$ cat src/rtl/wta_epoch_controller.sv
// -----------------------------------------------------------------------------
// wta_epoch_controller
//
// Sequencer for a clocked-STDP winner-take-all layer. One input sample is
// accepted per start handshake. The controller then:
//   1. runs the layer time counter across one gamma cycle (INTEG),
//   2. latches the first neuron to spike as the winner and drives lateral
//      inhibition for every other neuron,
//   3. holds the STDP weight-update window (LEARN, only when learning and a
//      winner exists),
//   4. holds the membrane reset / refractory window (REST),
//   5. pulses done for one cycle with the result (DONE).
//
// Handshake: start is a valid strobe qualified by ready. A sample is accepted
// on a rising edge where ready=1 and start=1. start in any other cycle is
// dropped, not queued. ready is high only in IDLE.
//
// Ports:
//   clk, rst_n     rising-edge clock, synchronous active-low reset
//   start, learn   sample valid and its learn flag (sampled together)
//   ready          controller idle, start will be accepted
//   spike_volley   column output spikes for the current time_val
//   time_val       integration time broadcast to the column
//   integrate      column integration enable
//   inhibit        lateral inhibition mask (bit i=1 suppresses neuron i)
//   stdp_en        weight-update enable
//   neuron_rst     membrane clear
//   winner         latched winner index, all-ones when there is no winner
//   winner_time    time_val at which the winner spiked, 0 when none
//   done           one-cycle result strobe
//   fsm_state      current controller state, for observation only
//
// Every output is a flop. The next-state process computes the next value of
// each output, and the register process stores it.
// -----------------------------------------------------------------------------
module wta_epoch_controller #(
  parameter int NEURONS     = 16,
  parameter int WIN_W       = 5,
  parameter int TIME_W      = 4,
  parameter int TEST_PERIOD = 8,
  parameter int GAMMA       = 16,
  parameter int STDP_CYCLES = 2,
  parameter int REST_CYCLES = 2
) (
  input  logic               clk,
  input  logic               rst_n,
  input  logic               start,
  input  logic               learn,
  output logic               ready,
  input  logic [NEURONS-1:0] spike_volley,
  output logic [TIME_W-1:0]  time_val,
  output logic               integrate,
  output logic [NEURONS-1:0] inhibit,
  output logic               stdp_en,
  output logic               neuron_rst,
  output logic [WIN_W-1:0]   winner,
  output logic [TIME_W-1:0]  winner_time,
  output logic               done,
  output logic [2:0]         fsm_state
);

  typedef enum logic [2:0] {
    S_IDLE  = 3'd0,
    S_INTEG = 3'd1,
    S_LEARN = 3'd2,
    S_REST  = 3'd3,
    S_DONE  = 3'd4
  } state_t;

  localparam int                CNT_W    = 8;
  localparam logic [WIN_W-1:0]  NO_WIN   = '1;
  localparam logic [TIME_W-1:0] LAST_T   = TIME_W'(GAMMA - 1);
  localparam logic [CNT_W-1:0]  STDP_END = CNT_W'(STDP_CYCLES - 1);
  localparam logic [CNT_W-1:0]  REST_END = CNT_W'(REST_CYCLES - 1);

  state_t             state_q, state_d;
  logic [CNT_W-1:0]   cnt_q, cnt_d;
  logic               learn_q, learn_d;
  logic [TIME_W-1:0]  time_d;
  logic [WIN_W-1:0]   winner_d;
  logic [TIME_W-1:0]  winner_time_d;
  logic [NEURONS-1:0] inhibit_d;

  // Highest set index of the volley. Ties go to the highest index, so a
  // plain ascending scan where later hits overwrite earlier ones is enough.
  logic [WIN_W-1:0]   pick;
  logic [NEURONS-1:0] pick_mask;
  logic               in_window;

  always_comb begin
    pick = '0;
    for (int i = 0; i < NEURONS; i++) begin
      if (spike_volley[i]) pick = WIN_W'(i);
    end
  end

  always_comb begin
    pick_mask = '1;
    for (int i = 0; i < NEURONS; i++) begin
      if (pick == WIN_W'(i)) pick_mask[i] = 1'b0;
    end
  end

  // Only time values 0..TEST_PERIOD-1 may produce a winner.
  assign in_window = ({{(32-TIME_W){1'b0}}, time_val} < TEST_PERIOD);

  // Next-state and next-output logic.
  always_comb begin
    state_d       = state_q;
    cnt_d         = cnt_q;
    learn_d       = learn_q;
    time_d        = time_val;
    winner_d      = winner;
    winner_time_d = winner_time;
    inhibit_d     = inhibit;

    unique case (state_q)
      S_IDLE: begin
        if (start) begin
          state_d       = S_INTEG;
          learn_d       = learn;
          time_d        = '0;
          winner_d      = NO_WIN;
          winner_time_d = '0;
          inhibit_d     = '0;
        end
      end

      S_INTEG: begin
        // The first qualifying volley freezes the winner. Later spikes are
        // ignored because the winner is no longer all-ones.
        if (winner == NO_WIN && in_window && spike_volley != '0) begin
          winner_d      = pick;
          winner_time_d = time_val;
          inhibit_d     = pick_mask;
        end
        if (time_val == LAST_T) begin
          // time_val holds GAMMA-1 from here until the next start.
          cnt_d = '0;
          // Use winner_d so a latch on the final cycle still counts.
          if (learn_q && winner_d != NO_WIN) state_d = S_LEARN;
          else                               state_d = S_REST;
        end else begin
          time_d = time_val + 1'b1;
        end
      end

      S_LEARN: begin
        if (cnt_q == STDP_END) begin
          cnt_d   = '0;
          state_d = S_REST;
        end else begin
          cnt_d = cnt_q + 1'b1;
        end
      end

      S_REST: begin
        if (cnt_q == REST_END) begin
          cnt_d     = '0;
          state_d   = S_DONE;
          inhibit_d = '0;
        end else begin
          cnt_d = cnt_q + 1'b1;
        end
      end

      S_DONE: begin
        state_d = S_IDLE;
      end

      default: begin
        state_d = S_IDLE;
      end
    endcase
  end

  // State and output registers. Enables are registered decodes of the
  // next state, so each one is high exactly while the FSM sits in its state.
  always_ff @(posedge clk) begin
    if (!rst_n) begin
      state_q     <= S_IDLE;
      cnt_q       <= '0;
      learn_q     <= 1'b0;
      time_val    <= '0;
      winner      <= NO_WIN;
      winner_time <= '0;
      inhibit     <= '0;
      ready       <= 1'b1;
      integrate   <= 1'b0;
      stdp_en     <= 1'b0;
      neuron_rst  <= 1'b0;
      done        <= 1'b0;
    end else begin
      state_q     <= state_d;
      cnt_q       <= cnt_d;
      learn_q     <= learn_d;
      time_val    <= time_d;
      winner      <= winner_d;
      winner_time <= winner_time_d;
      inhibit     <= inhibit_d;
      ready       <= (state_d == S_IDLE);
      integrate   <= (state_d == S_INTEG);
      stdp_en     <= (state_d == S_LEARN);
      neuron_rst  <= (state_d == S_REST);
      done        <= (state_d == S_DONE);
    end
  end

  assign fsm_state = state_q;

endmodule

$ cat config.mk
export PLATFORM = sky130hd
export DESIGN_NAME = wta_epoch_controller
export DESIGN_NICKNAME = d
export VERILOG_FILES = /design/src/rtl/wta_epoch_controller.sv
export SDC_FILE = /design/constraint.sdc
export NUM_CORES = 1
export LEC_CHECK = 0
export CAP_MARGIN = 10
export CELL_PAD_IN_SITES_DETAIL_PLACEMENT = 1
export CELL_PAD_IN_SITES_GLOBAL_PLACEMENT = 2
export CORE_UTILIZATION = 27
export CTS_BUF_LIST = sky130_fd_sc_hd__clkbuf_4 sky130_fd_sc_hd__clkbuf_8
export DETAILED_ROUTE_END_ITERATION = 10
export PLACE_DENSITY = 0.9
export SETUP_SLACK_MARGIN = 0.5
export SYNTH_ARGS = -nofsm -noshare
export SYNTH_HDL_FRONTEND = slang
export SYNTH_SLANG_ARGS = --single-unit
$ cat constraint.sdc
create_clock -name clk -period 2.3 [get_ports clk]
set_input_delay 0.69 -clock clk [delete_from_list [all_inputs] [get_ports clk]]
set_output_delay 0.69 -clock clk [all_outputs]
set_load 0.02 [all_outputs]
==> results.json <==
{
  "outcome": "finished, final reports clean",
  "slowest_stage": "or4_4",
  "hold_viol": 0,
  "cp.required_ns": 2.50,
  "async_reset_ff_share_pct": 0,
  "hold_path_end": "inhibit[10]$_SDFFE_PN0P_",
  "slew_headroom_pct": 61.5,
  "synth_compound_area_share_pct": 19.6,
  "vdd_ir_drop_max_uv": 382,
  "dr.pass1.iters": 4,
  "r2r_start": "winner[3]$_SDFFE_PN1P_",
  "synthesis.area_sq_mm": 0.00211,
  "slew_viol_final": 0,
  "finClkSkew_ns": 0.00537,
  "fp.dieW_um": 90.4,
  "path_cells": "dlygate4sd2_1 > or4_4 > nor4_4 > buf_4 > buf_6 > nor4_4 > buf_4 > a32o_1",
  "vias": 2210,
  "numCtsBuffers": 5,
  "diodes": 0,
  "grt_setup_unrepaired": "true",
  "area_growth_pct": 67.5,
  "detail_route.iter0.violations": 77,
  "tightest_slew_ns": 0.574,
  "portBuffers": 56,
  "clock_latency_ns": 0.30,
  "grt_pass1_vias": 2102,
  "worstPathArrival_ns": 2.38,
  "dominantRegCellSynth": "dfxtp_1",
  "hold_path_startpoint": "inhibit[10]$_SDFFE_PN0P_",
  "reg2regPathDepth": 7,
  "grt_max_degree": 15,
  "crit_type": "in2reg",
  "synth_xor_area_share_pct": 3.32,
  "holdPathStages": 1,
  "yosysTopAreaCell": "dfxtp_1",
  "yosysWarnings": 0,
  "utilization_pct": 47.7,
  "core.rowCount": 31,
  "ys_top_cells_by_area": "dfxtp_1 (44%), nor2_1 (5.3%), a22o_2 (3.8%)",
  "grt_pass1_wl_mm": 10.9,
  "cp-start-kind": "input pin",
  "cts_num_sinks": 46,
  "setup_viol": 0,
  "p_leak_nw": 1.51,
  "drive_gt1_share_pct": 40.6,
  "worst_path_largest_cell_delay_ns": 0.53,
  "synth_edf_count": 0,
  "ant_nets": 0,
  "ios": 57,
  "synthMuxAreaShare_pct": 0.474,
  "r2r_end": "inhibit[1]$_SDFFE_PN0P_",
  "die-area_sq_mm": 0.00817,
  "htree_levels": 2,
  "cap_viol_max_count": 0,
  "synth_top_family_by_area": "simple AND/OR/NAND/NOR gates",
  "route.detailed.drc": 0,
  "clock_path_buffers": 2,
  "dp_hpwl_mm": 4.73,
  "track_usage_pct": 16.8,
  "synthSimpleGateAreaFrac_pct": 26.5,
  "antenna_found_initial": 0,
  "power_density_mw_per_mm2": 537,
  "path_max_fanout": 5,
  "via_per_inst": 5.01,
  "die_h_um": 90.4,
  "finalPower_mw": 1.90,
  "routedWlPerCell_um": 16.5,
  "crit_path_end_kind": "register",
  "cts_tree": "yes",
  "finalNonFillerCells": 441,
  "grt-ovfl-total": 0,
  "finalNetCount": 364,
  "synth_common_cells": "dfxtp_1 (46), nor2_1 (30), nand2_1 (14)",
  "synth_most_common_cell": "dfxtp_1",
  "synth-adder-area-share_pct": 1.78,
  "avgSynthCellArea_sq_um": 9.25,
  "yosysTopAreaCellShare_pct": 43.7,
  "ys_seq_area_share_pct": 43.7,
  "cts_root_buffer": "clkbuf_8",
  "clkTransAtPathRegs_ns": 0.08,
  "finalWirelength_mm": 7.28,
  "yosysUniqueCellTypes": 53,
  "period_needed_ns": 2.18,
  "core_sq_mm": 0.00741,
  "netlist_instances": 228,
  "fin_tns_setup_ns": 0,
  "place_congestion": 0.803,
  "fmax_mhz": 458,
  "dp_cells": 408,
  "fin_crit_sh_pct": 94.9,
  "ys_ff_latch": 46,
  "rrSetupSlack_ns": 0.19,
  "start_util_pct": 28.5,
  "synth_nets": 251,
  "hold_path.class": "reg2reg"
}
-- report_power, final --
part           internal (mW)  leakage, nW  switching (mW)  total [mW]
clock                  0.349       0.0593           0.271       0.620
sequential             0.832        0.378          0.0317       0.864
combinational          0.200         1.07           0.212       0.412
-- cell families (layout without fill, tap and decap cells) --
| group | after synthesis | in the layout |
|---|---|---|
| buffers and inverters | 16 | 130 |
| adder cells (fa/ha/maj) | 3 | 3 |
| flip-flops | 46 | 46 |
| multiplexers | 1 | 1 |
| XOR/XNOR | 8 | 8 |
| AO/OA/AOI/OAI | 51 | 51 |
| AND/OR/NAND/NOR | 103 | 103 |
-- how the worst max path moves through the flow --
| stage | cells past startpoint | startpoint | slack [ns] | to |
|---|---|---|---|---|
| floorplan | 7 | spike_volley[4] | 0.02 | inhibit[1]$_SDFFE_PN0P_ |
| global placement | 6 | spike_volley[13] | -0.49 | inhibit[1]$_SDFFE_PN0P_ |
| detailed placement | 6 | spike_volley[15] | -0.57 | inhibit[4]$_SDFFE_PN0P_ |
| CTS | 8 | spike_volley[10] | 0.16 | inhibit[4]$_SDFFE_PN0P_ |
| global route | 8 | spike_volley[12] | 0.07 | winner_time[2]$_SDFFE_PN0P_ |
| finish | 8 | spike_volley[12] | 0.12 | winner_time[2]$_SDFFE_PN0P_ |
-- stage by stage --
| step | instance area [sq um] | setup WS, ns | hold WS, ns |
|---|---|---|---|
| floorplan | 2130 | 0.0243 | 0.461 |
| global placement | 3010 | -0.494 | 0.451 |
| detailed placement | 3010 | -0.573 | 0.447 |
| CTS | 3380 | 0.156 | 0.478 |
| global route | 3530 | 0.0727 | 0.483 |
| finish | 3530 | 0.116 | 0.472 |
-- layout by cell type, fill, tap and decap left out, types with 4 or more instances in the layout --
cell type and count:
a21oi_1 5, a22o_2 6, buf_2 7, buf_4 48, buf_6 11, clkbuf_2 4
clkbuf_8 5, dfxtp_1 41, dlygate4sd2_1 34, inv_1 6, nand2_1 12, nand2b_1 4
nand3_1 8, nand4_1 4, nor2_1 27, nor3_1 6, nor4_1 4, nor4_4 4
o2bb2ai_2 8, or4_4 4, xor2_1 6
-- state kept, by name, indices dropped and copies added (netlist names) --
name         flops
winner_time      4
integrate        1
winner           5
done             1
time_val         4
stdp_en          1
inhibit         16
neuron_rst       1
fsm_state        3
cnt_q            8
learn_q          1
ready            1
-- area by class of cell --
cell class,instances,area (sq um)
fillers,838,3870
clock buffers,7,83.8
flip-flops and latches,46,932
clock inverters,1,30.0
inverters,8,30.0
well taps,99,124
repair buffers,114,977
multi-input cells,166,1360
-- routing by layer --
layer	wire length, um	track usage [%]	share of wire [%]	up-vias
met5	0	0	0	-
met4	138	5.51	1.9	0
met3	266	3.37	3.7	13
met2	3470	27.2	48	53
met1	3400	22.3	47	1071
li1	-	-	-	1073
-- what timing repair did --
| action | CTS | global route |
|---|---|---|
| buffers inserted | 13 | 11 |
| gates resized for setup | 142 | 25 |
| hold buffers | 0 | 0 |
| pin swaps | 22 | 11 |
| gates cloned | 1 | 0 |
| setup endpoints to repair | 74 | 42 |
-- critical path, delay by kind of cell --
kind / cells / cell delay, ns
AO/OA/AOI/OAI: 1 / 0.23
buffers and inverters: 4 / 0.70
AND/OR/NAND/NOR: 3 / 0.76
Note: power is estimated with default switching activity, not from simulation.
